--- config.mk ---
export PLATFORM = sky130hd
export DESIGN_NAME = line_clear_ctrl
export DESIGN_NICKNAME = d
export VERILOG_FILES = /design/src/rtl/line_clear_ctrl.sv
export SDC_FILE = /design/constraint.sdc
export NUM_CORES = 1
export LEC_CHECK = 0
export CORE_UTILIZATION = 53
export CTS_CLUSTER_SIZE = 8
export DETAILED_ROUTE_END_ITERATION = 10
export PLACE_DENSITY = 0.88
export SETUP_SLACK_MARGIN = 0.5
export SKIP_CTS_REPAIR_TIMING = 1
export SLEW_MARGIN = 20
export SYNTH_ARGS = -nofsm -noshare
export SYNTH_HDL_FRONTEND = slang
export SYNTH_SLANG_ARGS = --single-unit
--- constraint.sdc ---
create_clock -name clock -period 6 [get_ports clock]
set_clock_uncertainty 0.2 [all_clocks]
set_input_delay 1.2 -clock clock [delete_from_list [all_inputs] [get_ports clock]]
set_output_delay 1.2 -clock clock [all_outputs]
set_load 0.05 [all_outputs]
--- src/rtl/line_clear_ctrl.sv ---
// Line-clear sequencer for the playfield row store: scans bottom-up, drops full
// rows, compacts the rest downward, zero-fills the top and tallies cleared lines.
module line_clear_ctrl #(
  parameter int unsigned GRID_WIDTH  = 10,
  parameter int unsigned GRID_HEIGHT = 20
) (
  input  logic                  clock,
  input  logic                  reset,
  input  logic                  start,
  output logic                  busy,
  output logic                  done,
  output logic                  rd_en,
  output logic [4:0]            rd_addr,
  input  logic [GRID_WIDTH-1:0] rd_data,
  output logic                  wr_en,
  output logic [4:0]            wr_addr,
  output logic [GRID_WIDTH-1:0] wr_data,
  output logic [4:0]            lines_cleared,
  output logic [15:0]           total_lines
);

  localparam int unsigned AW = 5;
  localparam int unsigned CW = 5;
  localparam int unsigned TW = 16;
  localparam int unsigned SW = TW + 1;
  localparam logic [AW-1:0] LAST_ROW = AW'(GRID_HEIGHT - 1);

  typedef enum logic [2:0] {
    IDLE,
    RD,
    EVAL,
    FILL,
    DONE
  } state_t;

  state_t        state, state_nxt;
  logic [AW-1:0] rptr, rptr_nxt;
  logic [AW-1:0] wptr, wptr_nxt;
  logic [CW-1:0] cnt, cnt_nxt;
  logic [CW-1:0] lines_nxt;
  logic [TW-1:0] total_nxt;
  logic          row_full;
  logic [SW-1:0] total_sum;

  assign row_full  = &rd_data;
  assign total_sum = SW'(total_lines) + SW'(cnt);

  // State and bookkeeping registers
  always_ff @(posedge clock) begin
    if (reset) begin
      state         <= IDLE;
      rptr          <= '0;
      wptr          <= '0;
      cnt           <= '0;
      lines_cleared <= '0;
      total_lines   <= '0;
    end else begin
      state         <= state_nxt;
      rptr          <= rptr_nxt;
      wptr          <= wptr_nxt;
      cnt           <= cnt_nxt;
      lines_cleared <= lines_nxt;
      total_lines   <= total_nxt;
    end
  end

  // Next-state and strobe decode; EVAL forwards the just-read row straight to the write port
  always_comb begin
    state_nxt = state;
    rptr_nxt  = rptr;
    wptr_nxt  = wptr;
    cnt_nxt   = cnt;
    lines_nxt = lines_cleared;
    total_nxt = total_lines;
    busy      = 1'b0;
    done      = 1'b0;
    rd_en     = 1'b0;
    rd_addr   = '0;
    wr_en     = 1'b0;
    wr_addr   = '0;
    wr_data   = '0;

    case (state)
      IDLE: begin
        if (start) begin
          rptr_nxt  = LAST_ROW;
          wptr_nxt  = LAST_ROW;
          cnt_nxt   = '0;
          state_nxt = RD;
        end
      end

      RD: begin
        busy      = 1'b1;
        rd_en     = 1'b1;
        rd_addr   = rptr;
        state_nxt = EVAL;
      end

      EVAL: begin
        busy = 1'b1;
        if (row_full) begin
          cnt_nxt = cnt + CW'(1);
        end else begin
          if (rptr != wptr) begin
            wr_en   = 1'b1;
            wr_addr = wptr;
            wr_data = rd_data;
          end
          // wptr >= rptr always, so it only sits at 0 on the final row with nothing cleared
          if (wptr != '0) begin
            wptr_nxt = wptr - AW'(1);
          end
        end
        if (rptr == '0) begin
          state_nxt = (cnt_nxt != '0) ? FILL : DONE;
        end else begin
          rptr_nxt  = rptr - AW'(1);
          state_nxt = RD;
        end
      end

      FILL: begin
        busy    = 1'b1;
        wr_en   = 1'b1;
        wr_addr = wptr;
        wr_data = '0;
        if (wptr == '0) begin
          state_nxt = DONE;
        end else begin
          wptr_nxt = wptr - AW'(1);
        end
      end

      DONE: begin
        busy      = 1'b1;
        done      = 1'b1;
        lines_nxt = cnt;
        total_nxt = total_sum[TW] ? {TW{1'b1}} : total_sum[TW-1:0];
        state_nxt = IDLE;
      end

      default: begin
        state_nxt = IDLE;
      end
    endcase
  end

endmodule

==> results.sh <==
export IMPL_drt_initial_drc_count=237
export IMPL_crit_type="primary input to output pin"
export IMPL_cts_sinks=39
export IMPL_worst_slew_pin_slew_ns=0.9082
export IMPL_whs_path_depth=2
export IMPL_setup_viol=0
export IMPL_status="finished, final reports clean"
export IMPL_overflow=0
export IMPL_fmax_mhz=197.1
export IMPL_fin_setup_tns_ns=0
export IMPL_min_path_type="register to register"
export IMPL_initial_core_util=0.5612
export IMPL_timing_final_max_slew_violations=0
export IMPL_synth_edf_count=0
export IMPL_cp_max_fo=11
export IMPL_rr_endpoint="total_lines[13]"
export IMPL_cp_arrival_ns=3.67
export IMPL_crit_buf_inv=2
export IMPL_max_vdd_ir_drop_v=0.0002234
export IMPL_synth_ff_type="dfxtp_1"
export IMPL_clock_latency_ns=0.29
export IMPL_rsz0062_at_grt="no"
export IMPL_synth_cell_types=50
export IMPL_grt_first_pass_wirelength_um=8597
export IMPL_dieHeight_um=67.78
export IMPL_static_leakage_power_nw=1.157
export IMPL_dpl_cell_area_sq_um=2872
export IMPL_drc=0
export IMPL_multi_input_comb_area_sq_um=1438
export IMPL_h_tree_depth=2
export IMPL_design_area_sq_um=2973
export IMPL_finalHoldViolations=0
export IMPL_r2r_slack_ns=3.34
export IMPL_avgSynthCellArea_sq_um=8.250
export IMPL_grt_max_degree=37
export IMPL_die_area_sq_um=4594
export IMPL_drt_wirelength_per_cell_um=14.94
export IMPL_die_w_um=67.78
export IMPL_yosys_warnings=0
export IMPL_ys_seq_area_frac=0.3404
export IMPL_ys_async_sr_fraction=0
export IMPL_seqCellArea_sq_um=780.7
export IMPL_synth_cells=278
export IMPL_area_growth_pct=29.62
export IMPL_grt_util_all_layers=0.2511
export IMPL_end_kind="output pin"
export IMPL_synth_area_sq_um=2293
export IMPL_fin_nets=354
export IMPL_numPortBuffers=57
export IMPL_layout_drive_gt1_share=0.04532
export IMPL_cts_tree="done"
export IMPL_wl_um=5693
export IMPL_crit_path_top_delay_cell="clkdlybuf4s50_1"
export IMPL_cp_cell_sequence="clkdlybuf4s50_1 -> nand4_1 -> nor3_2 -> a311oi_2 -> o21a_1 -> and2_1 -> clkdlybuf4s50_1"
export IMPL_diodes=0
export IMPL_clkTransAtPathRegs_ns=0.08
export IMPL_min_from="lines_cleared[3]"
export IMPL_holdPathEnd="lines_cleared[3]"
export IMPL_fill_cells=344
export IMPL_viasPerCell=5.903
export IMPL_slew_headroom=0.3889
export IMPL_required_ns=4.60
export IMPL_cts_buffers=5
export IMPL_ys_seq_elements=39
export IMPL_crit_top_cell="clkdlybuf4s50_1"
export IMPL_io_pin_count=58
export IMPL_r2r_start="cnt[0]"
export IMPL_crit_family="buffers and inverters"
export IMPL_num_rows=23
export IMPL_vias=2249
export IMPL_cap_viol_max_count=0
export IMPL_cts_root_buf="clkbuf_8"
export IMPL_reg2reg_depth=7
export IMPL_period_share=0.8455
export IMPL_power_density_nw_per_um2=208.0
export IMPL_place_gp_congestion=0.8481
export IMPL_synth_nets=302
export IMPL_dp_hpwl_um=3975
export IMPL_drtAntennaViolNets=0
export IMPL_startpoint_type="primary input"
export IMPL_period_needed_ns=5.073
export IMPL_antenna_found_initial=0
export IMPL_critPathMaxStageDelay_ns=0.69
export IMPL_grt_pass1_vias=1942
export IMPL_clk_path_buf_depth=2
export IMPL_dr_pass1_iters=4
export IMPL_core_area_sq_um=4086
cell usage after synthesis, types with 6 or more instances:
library cell	number	area share
xor2_1	8	0.031
ha_1	10	0.055
a31oi_1	10	0.027
nand2_1	31	0.051
xnor2_1	8	0.031
dfxtp_1	39	0.34
and2_1	19	0.052
clkbuf_1	6	0.0098
and3_1	7	0.019
a21oi_1	23	0.050
nor3_1	10	0.022
a311oi_1	8	0.031
nor2_1	23	0.038
a211oi_1	7	0.023
logic make-up (layout without fill, tap and decap cells):
group	Yosys count	count (layout)	synth area share
buf+inv	18	71	0.03546
mux	1	1	0.004910
xor+xnor	16	16	0.06110
simple gates	126	126	0.2941
fa+ha+maj	11	11	0.06328
flops	39	39	0.3404
compound gates	67	67	0.2008
sequential cells by signal, indices dropped and copies added (netlist names):
| register | count |
|---|---|
| rptr | 5 |
| lines_cleared | 5 |
| total_lines | 16 |
| state | 3 |
| cnt | 5 |
| wptr | 5 |
stage by stage:
step	std cells	worst slack [ns]	hold slack, ns	power (mW)	utilization
after floorplan	278	1.910	0.2959	0.3913	-
after global placement	373	0.7485	0.2431	0.4268	0.7027
after detailed placement	373	0.6740	0.2509	0.4297	0.7027
after CTS	381	0.6652	0.2618	0.6178	0.7260
after global routing	381	0.7429	0.2871	0.6457	0.7275
final	381	0.9269	0.2624	0.6183	0.7275
final cells by class:
| type | instances | area share |
|---|---|---|
| Inverter | 5 | 0.006313 |
| Timing Repair Buffer | 58 | 0.1944 |
| Multi-Input combinational cell | 221 | 0.4836 |
| Clock buffer | 7 | 0.02904 |
| Sequential cell | 39 | 0.2626 |
| Tap cell | 50 | 0.02104 |
| Clock inverter | 1 | 0.002946 |
metal layers:
metal | global-route usage | vias to the layer above | part of all wire
li1 | - | 1119 | -
met1 | 0.3100 | 1044 | 0.44
met2 | 0.4121 | 77 | 0.47
met3 | 0.05912 | 9 | 0.067
met4 | 0.1120 | 0 | 0.015
met5 | 0 | - | 0
power by group:
group	internal (mW)	leakage, nW	total, mW	switching [mW]
logic	0.0571	0.792	0.141	0.0837
clock network	0.0943	0.0484	0.191	0.0968
registers	0.269	0.316	0.286	0.0177
total	0.420	1.16	0.618	0.198
how the worst max path moves through the flow:
stage | startpoint | to | cells past startpoint
2_1_floorplan | rd_data[9] | wr_addr[0] | 5
3_3_place_gp | rd_data[2] | wr_addr[0] | 7
3_5_place_dp | rd_data[2] | wr_addr[0] | 7
4_1_cts | rd_data[2] | wr_addr[0] | 7
5_1_grt | rd_data[9] | wr_addr[3] | 7
6_report | rd_data[9] | wr_addr[2] | 7
tightest hold or removal path, stage by stage, from the launching register on:
cell and delay [ns]:
dfxtp_1 0.32, nand2_1 0.05, a21oi_1 0.05
placed cells by master (no fill, tap or decap), types with 2 or more instances in the layout:
master,n
clkdlybuf4s50_1,57
dfxtp_1,39
nand2_1,31
nor2_1,23
a21oi_1,23
and2_1,19
nor3_1,10
a31oi_1,10
ha_1,10
xor2_1,8
xnor2_1,8
and3_1,7
a311oi_1,7
a211oi_1,7
clkbuf_8,6
inv_1,5
nand4_1,5
nand3_1,5
or3_1,4
o21a_1,3
nand2b_1,3
o21ai_0,3
nor4b_1,3
a21o_1,3
or4b_1,2
nand3b_1,2
a211o_1,2
a41oi_1,2
(Power assumes the default switching activity.)
